==> src/rtl/photo_shutter_seq.sv <==
// Photoshutter sequencer: pulses NCHAN shutter outputs in mask order with
// programmable width, gap and repeat count, controlled over the local register bus.
module photo_shutter_seq #(
  parameter int NCHAN     = 3,
  parameter int CNT_WIDTH = 16,
  parameter int PRESCALE  = 100
) (
  input  logic             clk_i,
  input  logic             rst_i,
  input  logic             wr_i,
  input  logic [1:0]       adr_i,
  input  logic [31:0]      dat_i,
  output logic [31:0]      dat_o,
  input  logic             trig_i,
  output logic [NCHAN-1:0] shutter_o,
  output logic             trig_o,
  output logic             busy_o
);

  typedef enum logic [1:0] {
    ST_IDLE  = 2'd0,
    ST_PULSE = 2'd1,
    ST_GAP   = 2'd2
  } state_t;

  localparam int PW = (PRESCALE > 1) ? $clog2(PRESCALE) : 1;
  localparam logic [PW-1:0] PRE_LAST = PW'(PRESCALE - 1);

  state_t                 state_q, state_d;
  logic                   arm_q, arm_d;
  logic                   exten_q, exten_d;
  logic [7:0]             mask_q, mask_d;
  logic [15:0]            shots_q, shots_d;
  logic [CNT_WIDTH-1:0]   width_q, width_d;
  logic [CNT_WIDTH-1:0]   gap_q, gap_d;
  logic [CNT_WIDTH-1:0]   lat_width_q, lat_width_d;
  logic [CNT_WIDTH-1:0]   lat_gap_q, lat_gap_d;
  logic [NCHAN-1:0]       lat_mask_q, lat_mask_d;
  logic [15:0]            lat_shots_q, lat_shots_d;
  logic [2:0]             ch_q, ch_d;
  logic [PW-1:0]          pre_q, pre_d;
  logic [CNT_WIDTH-1:0]   tick_cnt_q, tick_cnt_d;
  logic [15:0]            done_q, done_d;
  logic [7:0]             missed_q, missed_d;
  logic                   trig_prev_q, trig_prev_d;
  logic                   trig_pend_q, trig_pend_d;
  logic [NCHAN-1:0]       shutter_q, shutter_d;
  logic                   trig_o_q, trig_o_d;
  logic                   busy_q, busy_d;
  logic [31:0]            dat_q, dat_d;

  logic                   ctrl_wr, width_wr, gap_wr;
  logic                   arm_e, exten_e, trig_ev, tick, do_next, abort;
  logic [NCHAN-1:0]       mask_e;
  logic [15:0]            shots_e, shots_eff;
  logic [CNT_WIDTH-1:0]   width_e, gap_e, wlast;
  logic [3:0]             nxt;
  logic                   unused_bits;

  function automatic logic [2:0] lowest_set(input logic [NCHAN-1:0] m);
    lowest_set = '0;
    for (int i = NCHAN - 1; i >= 0; i--) begin
      if (m[i]) lowest_set = 3'(i);
    end
  endfunction

  // Bit 3 flags that a set mask bit above channel c exists; bits 2:0 give it.
  function automatic logic [3:0] next_set(input logic [NCHAN-1:0] m, input logic [2:0] c);
    next_set = '0;
    for (int i = NCHAN - 1; i >= 0; i--) begin
      if (m[i] && (i > int'(c))) next_set = {1'b1, 3'(i)};
    end
  endfunction

  assign ctrl_wr  = wr_i && (adr_i == 2'd0);
  assign width_wr = wr_i && (adr_i == 2'd1);
  assign gap_wr   = wr_i && (adr_i == 2'd2);

  // Same-cycle writes are visible to trigger acceptance and latching.
  assign arm_e   = ctrl_wr  ? dat_i[0] : arm_q;
  assign exten_e = ctrl_wr  ? dat_i[2] : exten_q;
  assign mask_e  = ctrl_wr  ? dat_i[8 +: NCHAN] : mask_q[NCHAN-1:0];
  assign shots_e = ctrl_wr  ? dat_i[31:16] : shots_q;
  assign width_e = width_wr ? dat_i[CNT_WIDTH-1:0] : width_q;
  assign gap_e   = gap_wr   ? dat_i[CNT_WIDTH-1:0] : gap_q;
  assign trig_ev = (ctrl_wr && dat_i[1]) || (trig_i && !trig_prev_q && exten_e);

  assign tick      = (pre_q == PRE_LAST);
  assign shots_eff = (lat_shots_q == 16'd0) ? 16'd1 : lat_shots_q;
  assign wlast     = (lat_width_q == '0) ? '0 : lat_width_q - CNT_WIDTH'(1);
  assign abort     = ctrl_wr && !dat_i[0] && (state_q != ST_IDLE);
  assign nxt       = next_set(lat_mask_q, ch_q);

  assign unused_bits = ^dat_i[7:3];

  always_comb begin
    state_d     = state_q;
    arm_d       = arm_q;
    exten_d     = exten_q;
    mask_d      = mask_q;
    shots_d     = shots_q;
    width_d     = width_q;
    gap_d       = gap_q;
    lat_width_d = lat_width_q;
    lat_gap_d   = lat_gap_q;
    lat_mask_d  = lat_mask_q;
    lat_shots_d = lat_shots_q;
    ch_d        = ch_q;
    done_d      = done_q;
    missed_d    = missed_q;
    trig_prev_d = trig_i;
    trig_pend_d = 1'b0;
    do_next     = 1'b0;
    pre_d       = tick ? '0 : pre_q + PW'(1);
    tick_cnt_d  = tick ? tick_cnt_q + CNT_WIDTH'(1) : tick_cnt_q;

    if (ctrl_wr) begin
      arm_d   = dat_i[0];
      exten_d = dat_i[2];
      mask_d  = dat_i[15:8];
      shots_d = dat_i[31:16];
    end
    if (width_wr) width_d = dat_i[CNT_WIDTH-1:0];
    if (gap_wr)   gap_d   = dat_i[CNT_WIDTH-1:0];

    case (state_q)
      ST_IDLE: begin
        if (trig_ev && arm_e && (mask_e != '0)) begin
          state_d     = ST_PULSE;
          ch_d        = lowest_set(mask_e);
          lat_width_d = width_e;
          lat_gap_d   = gap_e;
          lat_mask_d  = mask_e;
          lat_shots_d = shots_e;
          done_d      = '0;
          trig_pend_d = 1'b1;
          pre_d       = '0;
          tick_cnt_d  = '0;
        end
      end
      ST_PULSE: begin
        if (tick && (tick_cnt_q == wlast)) begin
          if (lat_gap_q != '0) begin
            state_d    = ST_GAP;
            pre_d      = '0;
            tick_cnt_d = '0;
          end else begin
            do_next = 1'b1;
          end
        end
      end
      ST_GAP: begin
        if (tick && (tick_cnt_q == lat_gap_q - CNT_WIDTH'(1))) do_next = 1'b1;
      end
      default: state_d = ST_IDLE;
    endcase

    // Advance to the next mask channel, wrapping to a new shot when exhausted.
    if (do_next) begin
      pre_d      = '0;
      tick_cnt_d = '0;
      if (nxt[3]) begin
        state_d = ST_PULSE;
        ch_d    = nxt[2:0];
      end else begin
        done_d = done_q + 16'd1;
        if ((done_q + 16'd1) < shots_eff) begin
          state_d = ST_PULSE;
          ch_d    = lowest_set(lat_mask_q);
        end else begin
          state_d = ST_IDLE;
        end
      end
    end

    if ((state_q != ST_IDLE) && trig_ev && (missed_q != 8'hFF)) missed_d = missed_q + 8'd1;

    if (abort) begin
      state_d    = ST_IDLE;
      pre_d      = '0;
      tick_cnt_d = '0;
    end

    shutter_d = ((state_q == ST_PULSE) && !abort) ? (NCHAN'(1) << ch_q) : '0;
    busy_d    = (state_q != ST_IDLE) && !abort;
    trig_o_d  = trig_pend_q;

    case (adr_i)
      2'd0:    dat_d = {shots_q, mask_q, 5'b0, exten_q, 1'b0, arm_q};
      2'd1:    dat_d = 32'(width_q);
      2'd2:    dat_d = 32'(gap_q);
      default: dat_d = {done_q, missed_q, 1'b0, ch_q, 1'b0, state_q, busy_q};
    endcase
  end

  always_ff @(posedge clk_i) begin
    if (rst_i) begin
      state_q     <= ST_IDLE;
      arm_q       <= 1'b0;
      exten_q     <= 1'b0;
      mask_q      <= '0;
      shots_q     <= '0;
      width_q     <= CNT_WIDTH'(1);
      gap_q       <= CNT_WIDTH'(1);
      lat_width_q <= '0;
      lat_gap_q   <= '0;
      lat_mask_q  <= '0;
      lat_shots_q <= '0;
      ch_q        <= '0;
      pre_q       <= '0;
      tick_cnt_q  <= '0;
      done_q      <= '0;
      missed_q    <= '0;
      trig_prev_q <= 1'b0;
      trig_pend_q <= 1'b0;
      shutter_q   <= '0;
      trig_o_q    <= 1'b0;
      busy_q      <= 1'b0;
      dat_q       <= '0;
    end else begin
      state_q     <= state_d;
      arm_q       <= arm_d;
      exten_q     <= exten_d;
      mask_q      <= mask_d;
      shots_q     <= shots_d;
      width_q     <= width_d;
      gap_q       <= gap_d;
      lat_width_q <= lat_width_d;
      lat_gap_q   <= lat_gap_d;
      lat_mask_q  <= lat_mask_d;
      lat_shots_q <= lat_shots_d;
      ch_q        <= ch_d;
      pre_q       <= pre_d;
      tick_cnt_q  <= tick_cnt_d;
      done_q      <= done_d;
      missed_q    <= missed_d;
      trig_prev_q <= trig_prev_d;
      trig_pend_q <= trig_pend_d;
      shutter_q   <= shutter_d;
      trig_o_q    <= trig_o_d;
      busy_q      <= busy_d;
      dat_q       <= dat_d;
    end
  end

  assign shutter_o = shutter_q;
  assign trig_o    = trig_o_q;
  assign busy_o    = busy_q;
  assign dat_o     = dat_q;

endmodule

==> config.mk <==
export PLATFORM = sky130hd
export DESIGN_NAME = photo_shutter_seq
export DESIGN_NICKNAME = d
export VERILOG_FILES = /design/src/rtl/photo_shutter_seq.sv
export SDC_FILE = /design/constraint.sdc
export NUM_CORES = 1
export LEC_CHECK = 0
export ABC_AREA = 1
export ABC_CLOCK_PERIOD_IN_PS = 6350
export BUFFER_PORTS_ARGS = -buffer_cell sky130_fd_sc_hd__buf_2
export CAP_MARGIN = 5
export CORE_MARGIN = 1
export CORE_UTILIZATION = 54
export DETAILED_ROUTE_END_ITERATION = 7
export PLACE_DENSITY_LB_ADDON = 0.12
export SLEW_MARGIN = 0
export SYNTH_ARGS = -nofsm -noshare
export SYNTH_HDL_FRONTEND = slang
export SYNTH_SLANG_ARGS = --single-unit
==> constraint.sdc <==
create_clock -name clk_i -period 6.35 [get_ports clk_i]
set_input_delay 1.27 -clock clk_i [delete_from_list [all_inputs] [get_ports clk_i]]
set_output_delay 1.27 -clock clk_i [all_outputs]
set_load 0.01 [all_outputs]
-- Yosys cells after proc, flatten, opt, wreduce, memory -nomap -nowiden
Index checks and enable logic that the tools add are counted.
- logic and storage cells: 129
- bits in latches: 0
- output and inout bits: 37
- input bits: 38
- RAM bits: 0
- register bits: 200
- memories: 0
- memory bits (read-only): 0
- $add $sub $neg: 6
- div/mod/pow operators: 0
- reduce and logical (&&, ||, !) cells: 35
- eq/ne operators: 12
- multiply operators: 0
- bitwise logic cells: 2
- order comparisons: 3
- shift-type cells: 1
- muxes and demuxes: 48
- operators by type and width (operator ; count):
    $mux 16 ; 13
    $pmux 32 s3 ; 1
    $add 16x1->16 const B ; 2
    $eq 16x16->1 ; 2
    $logic_not 16->1 ; 2
    $pmux 16 s2 ; 1
    $sub 16x1->16 const B ; 2
    $mux 3 ; 10
    $mux 7 ; 4
    $logic_and 1x1->1 ; 18
    $lt 16x16->1 ; 1
    $reduce_bool 16->1 ; 1
    $pmux 7 s2 ; 1
    $mux 2 ; 6
    $ne 3x3->1 const B ; 3
    $add 8x1->8 const B ; 1
    $mux 1 ; 8
    $mux 4 ; 2
    $ne 8x8->1 const B ; 1
    $add 7x1->7 const B ; 1
    $eq 7x7->1 const B ; 1
    $pmux 2 s3 ; 1
    $reduce_or 2->1 ; 3
    $eq 2x1->1 const B ; 2
    other kinds (15) ; 20

-- Longest topological paths before layout
Gate-level depths: netlist (run 1).
- word-level depth: 12
- gate-level depth with buffers: 20
- mapped depth without buffers: 19

-- Worst setup path after synthesis (run 1)
Ideal clock, no wire load.
- kind: register -> register
- from: register done_q[0]
- to: register ch_q[0]
- data arrival time: 2865 ps
- setup time: 132 ps
- path slack: 3353 ps
- clock period less this slack: 2997 ps
- required time: 6218 ps
- buffers on the path: 0
- cell stages (with the launch flop): 17
- path through: dfxtp_1 > and3_1 > nand3_1 > nor2_1 > nand2_1 > or3_1 > xor2_1 > inv_1 > ha_1 > a21oi_1 > nor2_1 > a2111oi_0 > nand2_1 > nand2_1 > nand3_1 > nand2_1 > a21oi_1
- longest elaborated chain between the ends: 5
- ends and longest elaborated chain (element ; RTL line ; text):
    start, declared ; 43 ; logic [15:0] done_q, done_d;
    start signal, assigned ; 235 ; done_q <= done_d;
    $add 16x1->16 ; 167 ; if ((done_q + 16'd1) < shots_eff) begin
    $lt 16x16->1 ; 167 ;
    $mux 3 ; 167 ;
    $mux 3 ; 162 ; if (nxt[3]) begin
    $mux 3 ; 159 ; if (do_next) begin
    end signal, assigned ; 232 ; ch_q <= ch_d;
    end, declared ; 40 ; logic [2:0] ch_q, ch_d;
Every way passes these cells.
A chain may end at the register's enable or synchronous reset.

-- Final worst setup path (run 1)
- from: input port adr_i[1]
- to: register done_q[2]
- longest elaborated chain between the ends: 11
- elaborated cells between the ends (all ways): 15
- those cells by class: mux: 7; reduce/logical: 8
- ends and longest elaborated chain (element ; RTL line ; text):
    start, declared ; 11 ; input logic [1:0] adr_i,
    $logic_not 2->1 * ; 75 ; assign ctrl_wr = wr_i && (adr_i == 2'd0);
    $logic_and 1x1->1 * ; 75 ;
    $mux 1 ; - ;
    $logic_and 1x1->1 ; 86 ; assign trig_ev = (ctrl_wr && dat_i[1]) || (trig_i && !trig_prev_q && exten_e);
    $logic_or 1x1->1 ; 86 ;
    $logic_and 1x1->1 ; 128 ; if (trig_ev && arm_e && (mask_e != '0)) begin
    $logic_and 1x1->1 * ; 128 ;
    $mux 16 * ; 128 ;
    $mux 16 * ; 126 ; case (state_q)
    $mux 16 ; 162 ;
    $mux 16 * ; 159 ;
Mark *: on every way between the ends. The rest lies on a longest branch, timed or not.

==> out/metrics.cfg, run 1 <==
[outcome]
status = finished clean

[setup_path]
critPathMaxStageDelay_ns = 0.62
rr_startpoint = done_q[0]$_SDFF_PP0_
cp-end-kind = flip-flop
timing.rr.end = ch_q[0]$_SDFF_PP0_
worstSetupPathType = in -> reg
crit_slowest_cell = inv_1
crit_required_ns = 6.68
reg2reg_setup_slack_ns = 2.72
path_common_cell = nand2_1
critPathMaxFanout = 37
r2r.worst_path.cells = 16
startpoint = adr_i[1]
worstPathCellList = buf_2, nor2_4, nand2_2, inv_1, or2_1, o21a_1, nor2_1, nand2_1, nand3_2, nor2_4, inv_2, buf_4, buf_4, nand2_1, nand2_1, nand2_1, nor2_1
cp-start-kind = input pin
arrival_ns = 4.59

[pwr]
p_leak_nw = 5.19
worst_ir_drop_vdd_mv = 0.205
power_density_nw_per_um2 = 262

[grt]
grt_max_degree = 75
track_usage_pct = 29.1
grt_pass1_vias = 8861
grt_remaining_overflow = 0
grt_pass1_wl_um = 45000
antenna_found_initial = 0

[drt]
routed_wl_um = 27200
vias = 9574
postRouteAntennaNets = 0
drt_pre_antenna_iters = 7
dr.first_iter.drc_count = 604
wire_per_inst_um = 15.1
via_per_inst = 5.32
drc = 0

[place]
place_inst = 1768
dp_slack_ns = 1.66
portBuffers = 74
gp_congestion = 0.912
hpwl_um = 20500

[hold_path]
holdCritPathClass = reg -> reg
hp-start = trig_o_d$_SDFF_PP0_
hold_end = trig_o$_SDFF_PP0_
hold_path_depth = 2

[clock_network]
hold_buffers = 0
clockBufferDepth = 2
cts_sinks = 200
cts_tree = done
clockRootBuffer = clkbuf_16
cts_htree_levels = 4
cts_setup_buffers = 0
cts_resized = 0
cts_buffers = 17
clk_latency_ns = 0.44
clkTransAtPathRegs_ns = 0.08

[yosys]
synth_compound_area_share_pct = 11.6
synth_warnings = 0
synthArstFlopShare_pct = 0
synth-edff-count = 0
yosys_register_bits = 200
synth_cell_types = 44
synth_xor_area_share_pct = 3.90
synth_adder_area_share_pct = 3.03
netlist_instances = 1510
synth_area_sq_um = 10300
synth_top_family_by_area = simple AND/OR/NAND/NOR gates
avgSynthCellArea_sq_um = 6.85
seq_area_frac_synth_pct = 38.7
synthMuxAreaShare_pct = 0
synth_simple_gate_area_share_pct = 32.7
syn-num-nets = 1573
ys.flop_type = dfxtp_1

[cells_and_area]
syn_to_final_growth_pct = 9.79
drive_gt1_share_pct = 10.5
diodes = 0
nets = 1616
final_cell_count_no_fill = 1800
final_util_pct = 60.7

[sta]
report.final.slew_viol_count = 0
tightestPinTransition_ns = 0.907
post-route-period-util_pct = 67.1
skew_ns = 0.0105
rsz0062_at_grt = false
layout_setup_ws_ns = 2.09
finalHoldViolCount = 0
setup_viol = 0
min_period_ns = 4.26
setup_tns_ns = 0
max_slew_margin_pct = 39.5
fmax_ghz = 0.235

[floorplan]
core_area_sq_um = 18700
die_area_sq_um = 19700
die_h_um = 140
ios = 75
initial_core_util_pct = 55.3
fp.dieW_um = 140
rows = 50

[flow_run]
cap_violations = 0

worst max-delay path by stage:
| stage | to | cells after the start |
|---|---|---|
| 6_report | done_q[2]$_SDFF_PP0_ | 17 |
| 5_1_grt | done_q[0]$_SDFF_PP0_ | 17 |
| 4_1_cts | done_q[2]$_SDFF_PP0_ | 17 |
| 3_5_place_dp | done_q[2]$_SDFF_PP0_ | 17 |
| 3_3_place_gp | done_q[4]$_SDFF_PP0_ | 17 |
| 2_1_floorplan | ch_q[0]$_SDFF_PP0_ | 16 |
power breakdown:
group / internal (W) / switching [W]
clock: 0.000602 / 0.000519
combinational: 0.000170 / 0.000371
sequential: 0.00129 / 0.0000200
total: 0.00206 / 0.000910
critical path, delay by kind of cell:
kind,cells,cell delay (ns)
AND/OR/NAND/NOR,11,1.59
AO/OA/AOI/OAI,1,0.17
buffers and inverters,5,1.53
layout by cell type, fill, tap and decap left out, types with 30 or more instances in the layout:
| master | count |
|---|---|
| nand2_1 | 327 |
| xor2_1 | 36 |
| o21ai_0 | 44 |
| a21oi_1 | 102 |
| nor2_1 | 238 |
| buf_2 | 74 |
| dfxtp_1 | 200 |
| a211oi_1 | 30 |
| inv_1 | 196 |
| nand3_1 | 96 |
synthesized netlist by cell type, drive strengths merged, types with 14 or more instances:
library cell / instances / share of area (%)
nand4: 27 / 1.8
a211oi: 30 / 2.2
dfxtp: 200 / 39
xor2: 36 / 3.0
nand2: 335 / 13
nand3: 100 / 5.0
o21ai: 47 / 2.3
nor3: 21 / 1.1
clkbuf: 32 / 1.2
buf: 23 / 1.7
o22ai: 14 / 0.85
inv: 200 / 7.3
nor2: 270 / 11
a21oi: 103 / 5.0
ha: 25 / 3.0
registers in the layout, summed over array words and instances, names as in the netlist, 2 cells and up:
name	count
dat_o	32
done_q	16
gap_q	16
lat_gap_q	16
lat_shots_q	16
lat_width_q	16
shots_q	16
tick_cnt_q	16
width_q	16
mask_q	8
missed_q	8
pre_q	7
ch_q	3
lat_mask_q	3
shutter_o	3
state_q	2
through the flow:
step | instance area (sq um) | hold WS, ns | power [W]
2_1_floorplan | 10300 | 0.388 | 0.00175
3_3_place_gp | 10700 | 0.413 | 0.00187
3_5_place_dp | 10700 | 0.401 | 0.00187
4_1_cts | 11400 | 0.419 | 0.00299
5_1_grt | 11400 | 0.456 | 0.00312
6_report | 11400 | 0.420 | 0.00297
per-layer routing:
layer	GRT usage, %	vias to the layer above	wire length, um
met5	0	-	0
met3	4.38	37	1120
met2	48.4	239	12700
met1	38.1	4394	12600
li1	-	4904	-
met4	10.8	0	747
final cells by class:
cell class / instances / area, sq um
timing repair buffer: 79 / 408
sequential: 200 / 4000
fill: 1761 / 7350
clock buffer: 19 / 433
inverter: 200 / 751
clock inverter: 13 / 171
multi-input combinational: 1055 / 5290
tap: 234 / 293
kinds of logic after synthesis:
| family | after synthesis |
|---|---|
| XOR/XNOR | 46 |
| buffers and inverters | 255 |
| flip-flops | 200 |
| adder cells (fa/ha/maj) | 25 |
| AND/OR/NAND/NOR | 774 |
| AO/OA/AOI/OAI | 210 |
No activity file was read; power rests on OpenSTA's default activity.
==> run 2, diff against run 1 <==
--- a/config.mk
+++ b/config.mk
@@ -5,8 +5,8 @@
 export SDC_FILE = /design/constraint.sdc
 export NUM_CORES = 1
 export LEC_CHECK = 0
-export ABC_AREA = 1
-export ABC_CLOCK_PERIOD_IN_PS = 6350
+export ABC_AREA = 0
+export ABC_CLOCK_PERIOD_IN_PS = 3700
 export BUFFER_PORTS_ARGS = -buffer_cell sky130_fd_sc_hd__buf_2
 export CAP_MARGIN = 5
 export CORE_MARGIN = 1
==> constraint.sdc (replaced) <==
create_clock -name clk_i -period 3.7 [get_ports clk_i]
set_input_delay 0.74 -clock clk_i [delete_from_list [all_inputs] [get_ports clk_i]]
set_output_delay 0.74 -clock clk_i [all_outputs]
set_load 0.01 [all_outputs]
==> run 2 against run 1 <==
  * Cell area is 3.9% lower
  * Die area is 6.1% lower
  * Area after synthesis fell by 6.2%
  * Combinational power fell by 23%
  * Largest power group unchanged
==> out/metrics.cfg, run 2 <==
[setup_path]
worstPathCellList = or4_1, nor4_1, mux2i_1, xnor2_1, nor4_2, nand3_1, o41a_4, nor2_4, buf_12, buf_4, o41ai_1
cp.depth = 11
cp_top_family = simple AND/OR/NAND/NOR gates
cp-start-kind = flip-flop
crit_required_ns = 4.00
cp-end-kind = flip-flop
worstSetupPathType = reg -> reg
r2r.worst_path.cells = 11
critPathMaxStageDelay_ns = 0.73
critPathMaxFanout = 22
arrival_ns = 3.81
crit_slowest_cell = or4_1
worst-path-buf-inv = 2

[drt]
drc = 0
wire_per_inst_um = 18.7
drt_pre_antenna_iters = 6
routed_wl_um = 26400
dr.first_iter.drc_count = 689
postRouteAntennaNets = 0
via_per_inst = 5.95
vias = 8413

[clock_network]
clockRootBuffer = clkbuf_16
hold_buffers = 0
clkTransAtPathRegs_ns = 0.08
clockBufferDepth = 2
cts_tree = done
cts_buffers = 17
clk_latency_ns = 0.44
cts_htree_levels = 4
cts_sinks = 200

[cells_and_area]
design_area_sq_um = 10900
nets = 1239
largest_register_ffs = 32
drive_gt1_share_pct = 14.5
final_cell_mix = dfxtp_1, nand2_1, nor2_1
mostFrequentLayoutCell = dfxtp_1
final_util_pct = 62.6
diodes = 0
syn_to_final_growth_pct = 12.4

[grt]
grt_max_degree = 64
track_usage_pct = 29.6
antenna_found_initial = 0
grt_remaining_overflow = 0
grt_pass1_wl_um = 41800
grt_pass1_vias = 7731

[floorplan]
die_area_sq_um = 18500
die_h_um = 136
initial_core_util_pct = 55.7
rows = 48
ios = 75
fp.dieW_um = 136
core_area_sq_um = 17400

[sta]
max_slew_margin_pct = 22.8
rsz0062_at_grt = false
hold-worst-slack_ns = 0.448
finalHoldViolCount = 0
post-route-period-util_pct = 94.9
setup_tns_ns = 0
skew_ns = 0.0152
report.final.slew_viol_count = 0
min_period_ns = 3.51
tightestPinTransition_ns = 1.15
fmax_ghz = 0.285
setup_viol = 0

[yosys]
ys_top_cells_by_area = dfxtp_1, nand2_1, a21oi_1
netlist_instances = 1130
synth_area_sq_um = 9700
synthArstFlopShare_pct = 0
synth_common_cells = dfxtp_1, nand2_1, nor2_1
synth_top_area_share_pct = 41.3
seq_area_frac_synth_pct = 41.3
avgSynthCellArea_sq_um = 8.58
yosys_register_bits = 200
synth_top_area_cell = dfxtp_1
ys.flop_type = dfxtp_1
synth_cell_types = 77
synth_warnings = 0
syn-num-nets = 1193
synth-edff-count = 0
yosysMostFrequentCell = dfxtp_1

[place]
hpwl_um = 19400
portBuffers = 74
gp_congestion = 0.916
placed_cell_area_sq_um = 10300

[hold_path]
holdCritPathClass = reg -> reg
hold_path_depth = 1

[outcome]
status = finished clean

[pwr]
total_power_w = 0.00454
p_leak_nw = 4.44
worst_ir_drop_vdd_mv = 0.312
power_density_nw_per_um2 = 417

[flow_run]
cap_violations = 0

## run 2: cell count changes after synthesis, sizes merged, moves of 20 or more
cell and delta:
a22oi +24, clkbuf +30, inv -159, mux2i +20
nand2 -179, nand3 -65, nor2 -164, o21ai -32
o22a +30, xnor2 +38
## run 2: power by group
group	leakage, nW	switching [W]	internal (W)
combinational	2.52	0.000259	0.000160
clock	0.299	0.000971	0.000929
sequential	1.62	0.0000299	0.00219
total	4.44	0.00126	0.00328
## run 2: path summary, 6_finish.rpt
check / to / slack (ns) / startpoint
worst max-delay path: done_q[15]$_SDFF_PP0_ / 0.19 / lat_width_q[2]$_SDFFE_PP0P_
worst max register to register: done_q[15]$_SDFF_PP0_ / 0.19 / lat_width_q[2]$_SDFFE_PP0P_
worst min-delay path: pre_q[0]$_SDFF_PP0_ / 0.45 / pre_q[0]$_SDFF_PP0_
worst min register to register: pre_q[0]$_SDFF_PP0_ / 0.45 / pre_q[0]$_SDFF_PP0_
## run 2: repair_timing
action / in CTS / in global routing
setup endpoints to repair: 0 / 9
gates resized for setup: 0 / 1
setup buffers: 0 / 2
## run 2: cell families after synthesis
| kind of cell | count (synthesis) | share of synthesized area [%] |
|---|---|---|
| AO/OA/AOI/OAI | 233 | 16.4 |
| XOR/XNOR | 71 | 6.55 |
| adder cells (fa/ha/maj) | 25 | 3.23 |
| buffers and inverters | 120 | 4.98 |
| flip-flops | 200 | 41.3 |
| multiplexers | 38 | 5.32 |
| AND/OR/NAND/NOR | 443 | 22.2 |
## run 2: through the flow
stage               instances  setup slack (ns)
floorplan                1130             0.590
global placement         1380             0.184
detailed placement       1380             0.105
CTS                      1412            0.0611
global route             1414            0.0555
finish                   1414             0.189
## run 2: layout make-up
type | instances | area (sq um)
multi-input combinational | 810 | 5240
clock buffer | 17 | 425
inverter | 43 | 161
sequential | 200 | 4000
tap | 225 | 282
fill | 1567 | 6510
timing repair buffer | 104 | 611
clock inverter | 15 | 185
## run 2: routing by layer
layer  routed length, um  vias up  share of wire (%)  track usage [%]
li1                    -     4096                  -                -
met1               11200     3967                 42             37.0
met2               12900      301                 49             50.5
met3                1420       49                5.4             4.77
met4                 856        0                3.2             12.1
met5                   0        -                  0                0
==> run 3, diff against run 2 <==
--- a/config.mk
+++ b/config.mk
@@ -12,7 +12,9 @@
 export CORE_MARGIN = 1
 export CORE_UTILIZATION = 54
 export DETAILED_ROUTE_END_ITERATION = 7
+export GPL_ROUTABILITY_DRIVEN = 0
 export PLACE_DENSITY_LB_ADDON = 0.12
+export RECOVER_POWER = 50
 export SLEW_MARGIN = 0
 export SYNTH_ARGS = -nofsm -noshare
 export SYNTH_HDL_FRONTEND = slang
==> run 3 against run 2 <==
  * Non-clock buffer count is the same
  * Largest power group unchanged
  * First-iteration DRC count shrank 15%
  * Sequential share of layout area is 0.11 points higher
  * Largest cell class unchanged
  * Register-to-register slack better by 0.14 ns
  * Sequential cell count is the same
  * Count of clock-buffer cells in the layout unchanged
  * Die area stayed put
  * Critical endpoint is now tick_cnt_q[13]$_SDFF_PP0_
==> out/metrics.cfg, run 3 (synthesis results as in run 2) <==
[sta]
skew_ns = 0.00949
hold-worst-slack_ns = 0.452
post-route-period-util_pct = 91.1
setup_tns_ns = 0
max_slew_margin_pct = 8.83
fmax_ghz = 0.297
rsz0062_at_grt = false
finalHoldViolCount = 0
tightestPinTransition_ns = 1.37
layout_setup_ws_ns = 0.330
setup_viol = 0
min_period_ns = 3.37
report.final.slew_viol_count = 0

[place]
portBuffers = 74
hpwl_um = 19000
dp_slack_ns = 0.246

[clock_network]
cts_sinks = 200
cts_buffers = 17
clockRootBuffer = clkbuf_16
clk_latency_ns = 0.44
cts_htree_levels = 4
cts_tree = done
clkTransAtPathRegs_ns = 0.08
clockBufferDepth = 2
hold_buffers = 0

[grt]
grt_pass1_wl_um = 41000
track_usage_pct = 28.9
grt_pass1_vias = 7863
antenna_found_initial = 0
grt_max_degree = 66
grt_remaining_overflow = 0

[setup_path]
worstPathCellList = or4_1, buf_4, a2111o_1, o211ai_1, a22oi_1, a221oi_1, nand4_1, mux2_2, o211ai_2, buf_4, nor2_1
crit_slowest_cell = or4_1
crit_required_ns = 4.03
critPathMaxFanout = 16
critPathMaxStageDelay_ns = 0.61
cp-start-kind = flip-flop
worstSetupPathType = reg -> reg
cp-end-kind = flip-flop
path_common_cell = buf_4
arrival_ns = 3.70

[drt]
drt_pre_antenna_iters = 8
routed_wl_um = 25900
drc = 0
vias = 8433
via_per_inst = 5.96
dr.first_iter.drc_count = 586
postRouteAntennaNets = 0
wire_per_inst_um = 18.3

[flow_run]
cap_violations = 0

[pwr]
p_sw_w = 0.00126
internal-power_w = 0.00328
power_frac_comb_pct = 9.0
pwr-share-seq_pct = 49.0
power_density_nw_per_um2 = 418
pwr-share-clk_pct = 42.0
p_leak_nw = 4.27
swShare_pct = 27.7
worst_ir_drop_vdd_mv = 0.353

[floorplan]
rows = 48
core_area_sq_um = 17400
die_area_sq_um = 18500
ios = 75
fp.dieW_um = 136
initial_core_util_pct = 55.7
die_h_um = 136

[hold_path]
holdCritPathClass = reg -> reg

[cells_and_area]
diodes = 0
fillers = 1593
nets = 1239
largest_register_ffs = 32
final_cell_mix = dfxtp_1, nand2_1, nor2_1
mostFrequentLayoutCell = dfxtp_1
syn_to_final_growth_pct = 12.1
drive_gt1_share_pct = 11.3

[outcome]
status = finished clean

[run 3: cell count changes in the layout (fill, tap and decap cells not counted), moves of 2 or more]
cell and delta:
clkbuf_1 +39, buf_2 -38, buf_4 -3, inv_8 +2
[run 3: final timing paths]
kind	slack [ns]	from	depth (start not counted)	end
worst min-delay path	0.45	trig_o_d$_SDFF_PP0_	1	trig_o$_SDFF_PP0_
worst max register to register	0.33	lat_width_q[2]$_SDFFE_PP0P_	11	tick_cnt_q[13]$_SDFF_PP0_
worst max-delay path	0.33	lat_width_q[2]$_SDFFE_PP0P_	11	tick_cnt_q[13]$_SDFF_PP0_
worst min register to register	0.45	trig_o_d$_SDFF_PP0_	1	trig_o$_SDFF_PP0_
[run 3: what timing repair did]
action,4_1_cts,5_1_grt
gates resized for setup,0,2
setup endpoints to repair,0,6
buffers inserted,0,1
[run 3: area by class of cell]
| class | instances | area (sq um) | area share, % |
|---|---|---|---|
| well taps | 225 | 282 | 2.59 |
| multi-input cells | 810 | 5240 | 48.2 |
| flip-flops and latches | 200 | 4000 | 36.8 |
| clock inverters | 15 | 190 | 1.75 |
| repair buffers | 104 | 569 | 5.24 |
| inverters | 43 | 161 | 1.48 |
| clock buffers | 17 | 425 | 3.91 |
[run 3: worst max-delay path: cells and delay by family (launching register included)]
family	cells	cell delay [ns]
AOI/OAI and AO/OA	5	1.13
and+or+nand+nor	3	0.97
buffers and inverters	2	0.44
DFF	1	0.37
muxes	1	0.35
[run 3: power groups by stage]
stage	Clock, W	Sequential, W	Combinational [W]
6_report	0.00191	0.00223	0.000410
5_1_grt	0.00203	0.00223	0.000448
4_1_cts	0.00194	0.00222	0.000411
3_5_place_dp	0	0.00228	0.000409
3_3_place_gp	0	0.00227	0.000407
2_1_floorplan	0	0.00227	0.000280
[run 3: per-layer routing]
metal	track usage (%)	up-vias	wire, um
li1	-	4093	-
met1	35.1	3972	10900
met2	49.4	307	12500
met3	5.11	61	1490
met4	13.2	0	983
met5	0	-	0
[run 3: through the flow]
step | power [W] | util [%] | cells | cell area [sq um]
after global routing | 0.00471 | 62.4 | 1414 | 10900
after global placement | 0.00268 | 59.0 | 1381 | 10300
after floorplan | 0.00255 | - | 1130 | 9700
after detailed placement | 0.00268 | 59.0 | 1381 | 10300
final | 0.00454 | 62.4 | 1414 | 10900
after CTS | 0.00458 | 62.6 | 1413 | 10900
